### src/rtl/aes_pkg.sv
// Shared AES definitions: controller state encoding and the default round
// count, used by both the round controller and the AES datapath.
package aes_pkg;

  // AES-128 performs ten rounds after the initial AddRoundKey.
  localparam int AES_NR_DEFAULT = 10;

  // Round controller FSM states.
  typedef enum logic [2:0] {
    ST_IDLE  = 3'd0,
    ST_LOAD  = 3'd1,
    ST_ROUND = 3'd2,
    ST_FINAL = 3'd3,
    ST_DONE  = 3'd4
  } aes_state_t;

endpackage

### src/rtl/aes_round_cnt.sv
// Round counter for the AES controller: synchronous clear, increment, and a
// terminal-count flag that goes high when the count equals TC_VAL.
module aes_round_cnt #(
  parameter int             RW     = 4,
  parameter logic [RW-1:0]  TC_VAL = '0
) (
  input  logic          pi_clk,
  input  logic          pi_rst_n,
  input  logic          pi_clr,
  input  logic          pi_inc,
  output logic [RW-1:0] po_cnt,
  output logic          po_tc
);

  // Count register; clear wins over increment so a new operation always starts at zero.
  always_ff @(posedge pi_clk or negedge pi_rst_n) begin
    if (!pi_rst_n) begin
      po_cnt <= '0;
    end else if (pi_clr) begin
      po_cnt <= '0;
    end else if (pi_inc) begin
      po_cnt <= po_cnt + RW'(1);
    end
  end

  assign po_tc = (po_cnt == TC_VAL);

endmodule

### src/rtl/aes_round_ctrl.sv
// AES round sequencer: on a rising edge of pi_start it walks the datapath
// through LOAD (initial AddRoundKey), NR-1 full rounds, one final round without
// MixColumns, and a one-cycle DONE pulse. Every output comes from a register
// or is decoded from the current state.
module aes_round_ctrl
  import aes_pkg::*;
#(
  parameter int NR = AES_NR_DEFAULT,
  parameter int RW = 4
) (
  input  logic          pi_clk,
  input  logic          pi_rst_n,
  input  logic          pi_start,
  input  logic          pi_mode,
  input  logic          pi_abort,
  input  logic          pi_dp_ready,
  output logic          po_busy,
  output logic          po_load,
  output logic          po_round_en,
  output logic          po_mixcol,
  output logic [RW-1:0] po_round,
  output logic          po_mode,
  output logic          po_done
);

  // The last "full" round is NR-1; accepting it moves us to the final round.
  localparam logic [RW-1:0] LAST_FULL_ROUND = RW'(NR - 1);

  aes_state_t state;
  aes_state_t next_state;
  logic       start_dly;
  logic       start_edge;
  logic       cnt_clr;
  logic       cnt_inc;
  logic       cnt_tc;
  logic       mode_q;

  assign start_edge = pi_start & ~start_dly;

  aes_round_cnt #(
    .RW     (RW),
    .TC_VAL (LAST_FULL_ROUND)
  ) u_round_cnt (
    .pi_clk   (pi_clk),
    .pi_rst_n (pi_rst_n),
    .pi_clr   (cnt_clr),
    .pi_inc   (cnt_inc),
    .po_cnt   (po_round),
    .po_tc    (cnt_tc)
  );

  // Delayed copy of pi_start; resets high so a start held through reset is not an edge.
  always_ff @(posedge pi_clk or negedge pi_rst_n) begin
    if (!pi_rst_n) begin
      start_dly <= 1'b1;
    end else begin
      start_dly <= pi_start;
    end
  end

  // Mode is captured only when an operation is accepted and held until the next one.
  always_ff @(posedge pi_clk or negedge pi_rst_n) begin
    if (!pi_rst_n) begin
      mode_q <= 1'b0;
    end else if ((state == ST_IDLE) && start_edge) begin
      mode_q <= pi_mode;
    end
  end

  // State register.
  always_ff @(posedge pi_clk or negedge pi_rst_n) begin
    if (!pi_rst_n) begin
      state <= ST_IDLE;
    end else begin
      state <= next_state;
    end
  end

  // Next-state and counter control; abort beats dp_ready in every busy state.
  always_comb begin
    next_state = state;
    cnt_clr    = 1'b0;
    cnt_inc    = 1'b0;
    case (state)
      ST_IDLE: begin
        if (start_edge) begin
          next_state = ST_LOAD;
          cnt_clr    = 1'b1;
        end
      end
      ST_LOAD: begin
        if (pi_abort) begin
          next_state = ST_IDLE;
          cnt_clr    = 1'b1;
        end else begin
          cnt_inc    = 1'b1;
          next_state = cnt_tc ? ST_FINAL : ST_ROUND;
        end
      end
      ST_ROUND: begin
        if (pi_abort) begin
          next_state = ST_IDLE;
          cnt_clr    = 1'b1;
        end else if (pi_dp_ready) begin
          cnt_inc    = 1'b1;
          next_state = cnt_tc ? ST_FINAL : ST_ROUND;
        end
      end
      ST_FINAL: begin
        if (pi_abort) begin
          next_state = ST_IDLE;
          cnt_clr    = 1'b1;
        end else if (pi_dp_ready) begin
          next_state = ST_DONE;
        end
      end
      ST_DONE: begin
        next_state = ST_IDLE;
      end
      default: begin
        next_state = ST_IDLE;
      end
    endcase
  end

  // Output decode from the current state only.
  always_comb begin
    po_busy     = 1'b0;
    po_load     = 1'b0;
    po_round_en = 1'b0;
    po_mixcol   = 1'b0;
    po_done     = 1'b0;
    case (state)
      ST_LOAD: begin
        po_busy = 1'b1;
        po_load = 1'b1;
      end
      ST_ROUND: begin
        po_busy     = 1'b1;
        po_round_en = 1'b1;
        po_mixcol   = 1'b1;
      end
      ST_FINAL: begin
        po_busy     = 1'b1;
        po_round_en = 1'b1;
      end
      ST_DONE: begin
        po_done = 1'b1;
      end
      default: begin
        po_busy = 1'b0;
      end
    endcase
  end

  assign po_mode = mode_q;

endmodule

### config.mk
export PLATFORM = sky130hd
export DESIGN_NAME = aes_round_ctrl
export DESIGN_NICKNAME = d
export VERILOG_FILES = /design/src/rtl/aes_pkg.sv /design/src/rtl/aes_round_cnt.sv /design/src/rtl/aes_round_ctrl.sv
export SDC_FILE = /design/constraint.sdc
export NUM_CORES = 1
export LEC_CHECK = 0
export BUFFER_PORTS_ARGS = -buffer_cell sky130_fd_sc_hd__buf_2
export CAP_MARGIN = 20
export CORE_AREA = 10 10 47 49
export DETAILED_ROUTE_END_ITERATION = 7
export DIE_AREA = 0 0 57 59
export GPL_ROUTABILITY_DRIVEN = 0
export SYNTH_ARGS = -nofsm -noshare
export SYNTH_HDL_FRONTEND = slang
export SYNTH_SLANG_ARGS = --single-unit
### constraint.sdc
create_clock -name pi_clk -period 4.4 [get_ports pi_clk]
set_clock_uncertainty 0.1 [all_clocks]
set_input_delay 1.1 -clock pi_clk [delete_from_list [all_inputs] [get_ports pi_clk]]
set_output_delay 1.1 -clock pi_clk [all_outputs]
set_load 0.1 [all_outputs]
==> results.sh <==
export IMPL_ctsHoldBuffers=0
export IMPL_yosys_area_share_simple_pct=23.8
export IMPL_cpPeakStageDelay_ns=0.48
export IMPL_fill_cells=158
export IMPL_switching_share_pct=46.1
export IMPL_r2r_end="po_mode"
export IMPL_fp_coreArea_sq_mm=0.00140
export IMPL_grt_pass1_wl_mm=1.94
export IMPL_power_leakage_uw=0.000303
export IMPL_crit_type="reg2out"
export IMPL_async_flop_share_pct=100
export IMPL_maxSlewHeadroom_pct=67.7
export IMPL_routed_via_density=4.96
export IMPL_synthCells=49
export IMPL_critPathSlowestCell="dfrtp_1"
export IMPL_ant_nets=0
export IMPL_postCtsSetupBuffers=0
export IMPL_synth_most_common_cell="dfrtp_1"
export IMPL_ys_seq_area_share_pct=45.8
export IMPL_clkSlewWorstSetupHoldPaths_ns=0.06
export IMPL_final_core_util_pct=43.1
export IMPL_power_internal_uw=146
export IMPL_drt_iter0_drc=7
export IMPL_synthesis_area_sq_um=494
export IMPL_cts_tree="built"
export IMPL_cts_buffer_depth=2
export IMPL_avgSynthCellArea_sq_um=10.1
export IMPL_dpl_cell_area_sq_um=578
export IMPL_synth_flop_cell="dfrtp_1"
export IMPL_ys_seq_elements=9
export IMPL_rows=14
export IMPL_fin_tns_setup_ns=0
export IMPL_wl_mm=1.09
export IMPL_cp_arrival_ns=1.63
export IMPL_die_area_sq_mm=0.00336
export IMPL_cp_cell_sequence="nor2b_1, nor2b_1, buf_2"
export IMPL_hold_depth=1
export IMPL_synth_common_cells="dfrtp_1, nor2_1, o21ai_0"
export IMPL_die_y_um=59
export IMPL_p_seq_share_pct=37.1
export IMPL_synth_fp_nets=57
export IMPL_synth_top_family_by_area="simple AND/OR/NAND/NOR gates"
export IMPL_powerDensity_mw_per_mm2=447
export IMPL_yosysUniqueCellTypes=26
export IMPL_yosys_warnings=0
export IMPL_htreeDepth=1
export IMPL_place_inst=79
export IMPL_yosysTopAreaCell="dfrtp_1"
export IMPL_antenna_found_initial=0
export IMPL_io_buffers=15
export IMPL_final_area_sq_um=604
export IMPL_final_nets=76
export IMPL_rr_startpoint="state[0]"
export IMPL_max_cap_violations=0
export IMPL_total_power_uw=270
export IMPL_synthTopCellsByArea="dfrtp_1, dfstp_2, nor2_1"
export IMPL_finalCritPeriodShare_pct=64.4
export IMPL_critPathRequiredTime_ns=3.20
export IMPL_num_io_pins=16
export IMPL_drive_above_1_share_pct=35.8
export IMPL_rsz0062_at_grt="no"
export IMPL_slew_viol_final=0
export IMPL_grt_pass1_vias=417
export IMPL_cts_buffers=3
export IMPL_synth_xor_area_share_pct=1.77
export IMPL_hold_path_end="po_mode"
export IMPL_synth_edf_count=0
export IMPL_worst_pin_slew_ns=0.489
export IMPL_worstRegToRegCells=3
export IMPL_initial_core_util_pct=35.3
export IMPL_r2r_slack_ns=2.66
export IMPL_synth_mux_area_share_pct=4.30
export IMPL_layout_cells_non_filler=83
export IMPL_finalHoldViolations=0
export IMPL_synth_top_cell_area_share_pct=40.5
export IMPL_cts_resized=0
export IMPL_min_path_type="reg2reg"
export IMPL_power_switching_uw=125
export IMPL_die_x_um=57
export IMPL_cp_common_cell="nor2b_1"
export IMPL_antenna_diode_count=0
export IMPL_end_kind="primary output"
export IMPL_hold_start="po_mode"
export IMPL_status="complete, no violations"
export IMPL_dr_pass1_iters=4
export IMPL_drc_errors=0
export IMPL_insertion_delay_ns=0.25
export IMPL_fmax_mhz=353
export IMPL_cts_sinks=9
export IMPL_gr_total_overflow=0
export IMPL_path_buf_inv=1
export IMPL_num_vias=412
export IMPL_cts_root_buf="clkbuf_4"
export IMPL_pwr_share_comb_pct=39.9
export IMPL_routedWlPerCell_um=13.1
export IMPL_power_frac_clock_pct=23.0
export IMPL_synth_compound_area_share_pct=15.4
export IMPL_period_minus_slack_ns=2.83
export IMPL_critPathTopFamily="flip-flops"
export IMPL_crit_fanout=10
export IMPL_setup_viol=0
export IMPL_hpwl_um=877
export IMPL_syn_to_final_growth_pct=22.3
export IMPL_cp_start_kind="register"
export IMPL_grt_usage_pct=7.32
export IMPL_grt_max_degree=11
export IMPL_synthAdderAreaFrac_pct=5.06
export IMPL_vdd_drop_max_mv=0.193
## registers in the layout, summed over array words and instances (netlist names)
name	count
state	3
u_round_cnt.po_cnt	4
po_mode	1
start_dly	1
## worst max-delay path by stage
stage | start | to | slack [ns] | cells past startpoint
after floorplan | state[0] | po_load | 1.14 | 3
after global placement | state[0] | po_load | 1.88 | 3
after detailed placement | state[0] | po_load | 1.84 | 3
after CTS | state[0] | po_load | 1.54 | 3
after global routing | state[0] | po_load | 1.41 | 3
final | state[0] | po_load | 1.57 | 3
## metrics by stage
step | hold slack, ns | worst slack, ns
final | 0.391 | 1.57
after global routing | 0.423 | 1.41
after CTS | 0.397 | 1.54
after detailed placement | 0.383 | 1.84
after global placement | 0.365 | 1.88
after floorplan | 0.438 | 1.14
## cells by family after synthesis
| kind of cell | count (synthesis) |
|---|---|
| AOI/OAI and AO/OA | 11 |
| xor gates and xnor gates | 1 |
| adders and majority gates | 2 |
| buffers and inverters | 3 |
| DFF | 9 |
| muxes | 2 |
| and+or+nand+nor | 21 |
## final cells by class
| type | count | area (sq um) | area share (%) |
|---|---|---|---|
| Tap cell | 16 | 20.0 | 3.31 |
| Inverter | 2 | 7.51 | 1.24 |
| Timing Repair Buffer | 15 | 75.1 | 12.4 |
| Sequential cell | 9 | 226 | 37.5 |
| Multi-Input combinational cell | 37 | 249 | 41.2 |
| Clock buffer | 4 | 26.3 | 4.35 |
## cells in the final DEF (no fill, tap or decap), drive strengths merged
cell and instances:
and3b 1, nand2 2, a31oi 2, a21oi 2, nor3 2, nor2 7
and2 1, o22ai 1, ha 2, dfrtp 8, or4b 1, clkbuf 4
or3 1, nand3 2, dfstp 1, mux2i 1, mux2 1, o21ai 5
nor2b 2, o211ai 1, xor2 1, nand2b 2, inv 2, buf 15
## power groups by stage
stage | registers (uW) | logic (uW) | clock network [uW]
after global routing | 102 | 113 | 71.8
final | 100 | 108 | 62.1
after global placement | 101 | 109 | 0
after detailed placement | 102 | 109 | 0
after floorplan | 142 | 50.1 | 0
after CTS | 100 | 109 | 65.4
## routing by layer
metal	GRT usage (%)	share of wire [%]	wire length [um]	up-vias
met2	10.4	44	479	16
li1	-	-	-	211
met4	3.02	1.0	11	0
met3	4.94	9.1	99	2
met1	8.37	46	500	183
met5	0	0	0	-
Note: power is estimated with default switching activity, not from simulation.
